**src/rtl/ship_rom_arbiter_if.sv**
```systemverilog
// Request/response bundle between sprite renderers, the shared ship ROM and the arbiter.
// req/gnt: req[i] is held with a stable req_line slice until gnt[i] pulses; each cycle req stays high afterwards is a new request.
interface ship_rom_arbiter_if #(
    parameter int N_REQ  = 4,
    parameter int LINE_W = 9,
    parameter int DATA_W = 48
);
    localparam int ID_W = (N_REQ > 1) ? $clog2(N_REQ) : 1;

    logic [N_REQ-1:0]        req;
    logic [N_REQ*LINE_W-1:0] req_line;
    logic [N_REQ-1:0]        gnt;
    logic [LINE_W-1:0]       rom_line;
    logic [DATA_W-1:0]       rom_pixels;
    logic                    rsp_valid;
    logic [ID_W-1:0]         rsp_id;
    logic [DATA_W-1:0]       rsp_pixels;

    // master: renderers plus the ROM macro; slave: the arbiter
    modport master (
        output req, req_line, rom_pixels,
        input  gnt, rom_line, rsp_valid, rsp_id, rsp_pixels
    );
    modport slave (
        input  req, req_line, rom_pixels,
        output gnt, rom_line, rsp_valid, rsp_id, rsp_pixels
    );
endinterface

```
**src/rtl/ship_rom_arbiter.sv**
```systemverilog
// Round-robin arbiter sharing the single-port ship sprite ROM between sprite renderers.
// Two registered stages: grant/address, then tagged response with out-of-range lines masked.
module ship_rom_arbiter #(
    parameter int          N_REQ    = 4,
    parameter int          LINE_W   = 9,
    parameter int          DATA_W   = 48,
    parameter int unsigned LINE_MAX = 32'h020
) (
    input  logic                 clk,
    input  logic                 rst_n,
    input  logic                 frame_start,
    ship_rom_arbiter_if.slave    bus
);
    localparam int ID_W = (N_REQ > 1) ? $clog2(N_REQ) : 1;

    logic [ID_W-1:0]    ptr;
    logic [2*N_REQ-1:0] rot;
    logic               win_found;
    logic [ID_W:0]      win_sum;
    logic [ID_W-1:0]    win_id;
    logic [ID_W-1:0]    nxt_ptr;
    logic [LINE_W-1:0]  win_line;
    logic               win_oob;

    logic [ID_W-1:0]    id1;
    logic               oob1;
    logic               oob2;

    // Rotate requests so bit 0 is the requester at ptr; the lowest set bit wins.
    always_comb begin
        rot       = {bus.req, bus.req} >> ptr;
        win_found = 1'b0;
        win_sum   = '0;
        for (int k = N_REQ - 1; k >= 0; k--) begin
            if (rot[k]) begin
                win_found = 1'b1;
                win_sum   = {1'b0, ptr} + (ID_W+1)'(k);
            end
        end
        win_id   = (win_sum >= (ID_W+1)'(N_REQ)) ? ID_W'(win_sum - (ID_W+1)'(N_REQ))
                                                 : ID_W'(win_sum);
        nxt_ptr  = (win_id == ID_W'(N_REQ - 1)) ? '0 : win_id + 1'b1;
        win_line = bus.req_line[int'(win_id)*LINE_W +: LINE_W];
        win_oob  = (win_line == '0) || (win_line > LINE_W'(LINE_MAX));
    end

    always_ff @(posedge clk) begin
        if (!rst_n) begin
            ptr           <= '0;
            bus.gnt       <= '0;
            bus.rom_line  <= '0;
            id1           <= '0;
            oob1          <= 1'b0;
            bus.rsp_valid <= 1'b0;
            bus.rsp_id    <= '0;
            oob2          <= 1'b0;
        end else begin
            // frame_start overrides the pointer advance but not this cycle's grant
            if (frame_start) begin
                ptr <= '0;
            end else if (win_found) begin
                ptr <= nxt_ptr;
            end

            bus.gnt <= win_found ? (N_REQ'(1) << win_id) : '0;
            if (win_found) begin
                bus.rom_line <= win_line;
                id1          <= win_id;
                oob1         <= win_oob;
            end

            bus.rsp_valid <= |bus.gnt;
            bus.rsp_id    <= id1;
            oob2          <= oob1;
        end
    end

    // ROM data is already registered by the macro; only the mask is applied here.
    assign bus.rsp_pixels = oob2 ? DATA_W'(0) : bus.rom_pixels;

endmodule

```
**src/flat_wrapper.sv**
```systemverilog
// flat-port wrapper written by rule: the top's interface ports become plain ports
module ship_rom_arbiter_flat 
#(
    parameter int          N_REQ    = 4,
    parameter int          LINE_W   = 9,
    parameter int          DATA_W   = 48,
    parameter int unsigned LINE_MAX = 32'h020
)
  (clk, rst_n, frame_start, bus_req, bus_req_line, bus_rom_pixels, bus_gnt, bus_rom_line, bus_rsp_valid, bus_rsp_id, bus_rsp_pixels);
  ship_rom_arbiter_if #(.N_REQ(N_REQ), .LINE_W(LINE_W), .DATA_W(DATA_W)) bus_i ();
  input  logic clk;
  input  logic rst_n;
  input  logic frame_start;
  input wire logic [$bits(bus_i.req)-1:0] bus_req;
  input wire logic [$bits(bus_i.req_line)-1:0] bus_req_line;
  input wire logic [$bits(bus_i.rom_pixels)-1:0] bus_rom_pixels;
  output wire logic [$bits(bus_i.gnt)-1:0] bus_gnt;
  output wire logic [$bits(bus_i.rom_line)-1:0] bus_rom_line;
  output wire logic [$bits(bus_i.rsp_valid)-1:0] bus_rsp_valid;
  output wire logic [$bits(bus_i.rsp_id)-1:0] bus_rsp_id;
  output wire logic [$bits(bus_i.rsp_pixels)-1:0] bus_rsp_pixels;
  assign bus_i.req = bus_req;
  assign bus_i.req_line = bus_req_line;
  assign bus_i.rom_pixels = bus_rom_pixels;
  assign bus_gnt = bus_i.gnt;
  assign bus_rom_line = bus_i.rom_line;
  assign bus_rsp_valid = bus_i.rsp_valid;
  assign bus_rsp_id = bus_i.rsp_id;
  assign bus_rsp_pixels = bus_i.rsp_pixels;
  ship_rom_arbiter #(.N_REQ(N_REQ), .LINE_W(LINE_W), .DATA_W(DATA_W), .LINE_MAX(LINE_MAX)) u_core (.clk(clk), .rst_n(rst_n), .frame_start(frame_start), .bus(bus_i));
endmodule
```
**config.mk**
```make
export PLATFORM = sky130hd
export DESIGN_NAME = ship_rom_arbiter_flat
export DESIGN_NICKNAME = d
export VERILOG_FILES = /design/src/rtl/ship_rom_arbiter_if.sv /design/src/rtl/ship_rom_arbiter.sv /design/src/flat_wrapper.sv
export SDC_FILE = /design/constraint.sdc
export NUM_CORES = 1
export LEC_CHECK = 0
export CAP_MARGIN = 20
export CORE_ASPECT_RATIO = 0.6
export CORE_MARGIN = 2
export CORE_UTILIZATION = 32
export DETAILED_ROUTE_END_ITERATION = 7
export GPL_TIMING_DRIVEN = 0
export PLACE_DENSITY = 0.89
export SETUP_SLACK_MARGIN = 0.1
export SYNTH_ARGS = -nofsm -noshare
export SYNTH_HDL_FRONTEND = slang
export SYNTH_SLANG_ARGS = --single-unit
```
**constraint.sdc**
```tcl
create_clock -name clk -period 5.9 [get_ports clk]
set_clock_uncertainty 0.05 [all_clocks]
set_input_delay 1.77 -clock clk [delete_from_list [all_inputs] [get_ports clk]]
set_output_delay 1.77 -clock clk [all_outputs]
set_load 0.03 [all_outputs]
```
==> metrics <==
status=finished clean; Final Cycle Share=0.836; Rel. slew slack=0.662; simple logic cell fraction of the synthesized area=0.398; post-CTS setup buffer count=0; fill cell count=377; gr usage total=0.223; Die Area=0.00540 mm²; unique cell type count in the Yosys netlist=39; first-pass iteration count of the detailed router=5; clock slew at reported path FFs=0.08 ns; Net Sw Power=0.222 mW; worst vdd ir=0.104 mV; clock tree buffer depth=2; Final Util=0.694; fmax=203 MHz; Post-CTS Hold Buffers=0; Tightest Hold Check Type=reg2reg; routed vias=1982; core box area=0.00461 mm²; endpoints failing setup=0; total power=0.591 mW; clk_lat worst skew=0.26 ns; multi-input combinational cell area=0.00103 mm²; DRT iter0 DRCs=79; post-synthesis cell area=0.00154 mm²; Pleak=1.21 nW; Compound-Gate Fraction of Synth Area=0.172; share of the yosys chip area belonging to registers=0.286; first-pass GRT wire length=9430 µm; Comb power frac=0.552; row count=19; critical path class=in2out; hold slack=0.415 ns; clk root buf=clkbuf_8; I/O Buffers=154; FF/Latch Area=440 µm²; TNS Setup=0 ns; Max-Cap Viols=0; largest net degree at the start of global routing=12; Max Transition Viols Final=0; vias per cell=4.76; cell with the most instances after synthesis=nor2b_1; Seq pwr share=0.293; biggest area consumer among synthesized cells=dfxtp_1; # DRC=0; Worst EP arrival=3.11 ns; Syn Area/Cell=7.86 µm²; Post-synth ARST share=0; routed wire length per instance=15.3 µm; fin nets=446; main combinational cell family by area after synthesis=simple AND/OR/NAND/NOR gates; worst slew pin tran=0.505 ns; share of cells above drive strength 1=0.0482; TritonCTS Buffers=3; PostCTS Resize Cnt=0; Synth Flop Type=dfxtp_1; cell-internal power=0.370 mW; I/O pin cnt=155; Post-Route WL=6370 µm; #FFs+latches synth=22; area grow syn2layout=108%; critical path capture point type=primary output; Post-Synth Adder-Cell Area=0; routability congestion estimate=0.802; P per Cell Area=185 mW/mm²; initial antenna violation count=0; CTS tree=done; vias in the first global route=1820; post-placement setup slack=1.01 ns; initial core utilization=0.334; Clock Sink Count=22; switching share of power=0.375; Post-DRT Antenna Nets=0; Die Y=57.7 µm; final hold violations=0; Startpoint Class=primary input; synth warn=0; Antenna Cells=0; post-synthesis xor/xnor area fraction=0.00569; Cells after Synth=196; post-synth top area share=0.286; fin crit period=4.93 ns; GR Overflow Total=0; ranking of synthesized cells by area=dfxtp_1 29%, nor2b_1 20%, mux2i_1 7.8%; Required @ worst endpoint=4.08 ns; Mapped Nets=287; list of most frequent post-synthesis cells=50 x nor2b_1, 22 x dfxtp_1, 21 x nand3_1; width of the die=93.6 µm; placed wire-length estimate=5370 µm; CTS H-tree lvls=1; clock power share=0.155; RSZ-0062 raised after global routing=no; Final WS setup=0.967 ns; largest fanout on the critical path=1; EDFF count, synth=0; multiplexer share of the synthesized area=0.0926
==> per-stage QoR <==
step / std cells / area, µm²
3_5_place_dp: 413 / 3160
5_1_grt: 416 / 3200
4_1_cts: 416 / 3200
6_report: 416 / 3200
2_1_floorplan: 196 / 1540
3_3_place_gp: 413 / 3160
==> layout by cell type, fill, tap and decap left out, types with 3 or more instances in the layout <==
cell type | synthesis | routed
a21boi_0 | 10 | 10
and2_1 | 4 | 4
clkbuf_1 | 8 | 8
clkbuf_8 | 0 | 3
clkdlybuf4s50_1 | 0 | 154
dfxtp_1 | 22 | 22
mux2i_1 | 12 | 12
nand2_1 | 18 | 18
nand3_1 | 21 | 21
nor2_1 | 3 | 3
nor2b_1 | 50 | 50
nor3_1 | 4 | 4
o21ai_0 | 9 | 9
==> sequential cells by signal (all words and copies together) (netlist names) <==
name and cells:
u_core.bus.rom_line 9, u_core.bus.gnt 4, u_core.bus.rsp_id 2, u_core.id1 2
u_core.ptr 2, u_core.bus.rsp_valid 1, u_core.oob1 1, u_core.oob2 1
==> metal layers <==
metal,part of all wire,vias up,global-route usage
met5,0,-,0
met4,0.0013,0,0.0186
met3,0.082,2,0.0468
met2,0.48,73,0.391
met1,0.44,921,0.301
li1,-,986,-
==> critical path: stages <==
cell	delay, ns
clkdlybuf4s50_1	0.50
nor2b_1	0.16
clkdlybuf4s50_1	0.69
==> final timing paths <==
kind                                from                     end  slack (ns)  cells after the start
setup reg to reg           u_core.ptr[1]             u_core.oob1        3.33                      8
setup / recovery       bus_rom_pixels[5]       bus_rsp_pixels[5]        0.97                      3
hold reg to reg   u_core.bus.rom_line[8]  u_core.bus.rom_line[8]        0.41                      2
hold / removal    u_core.bus.rom_line[8]  u_core.bus.rom_line[8]        0.41                      2
==> logic make-up (layout without fill, tap and decap cells) <==
family	Yosys count	after routing
flops	22	22
xor+xnor	1	1
buf+inv	15	172
mux	14	14
simple gates	109	109
compound gates	35	35
==> cell type report <==
cell class	count	area share
Clock buffer	3	0.0129
Tap cell	63	0.0246
Buffer	13	0.0195
Sequential cell	22	0.138
Multi-Input combinational cell	159	0.322
Timing Repair Buffer	154	0.481
Inverter	2	0.00234
==> power groups by stage <==
stage / clock network [mW] / registers [mW] / logic, mW
detailed placement: 0 / 0.176 / 0.326
CTS: 0.0911 / 0.173 / 0.327
global route: 0.0999 / 0.175 / 0.345
global placement: 0 / 0.176 / 0.320
floorplan: 0 / 0.198 / 0.148
finish: 0.0916 / 0.173 / 0.327
Power figures use the tool's default switching activity.
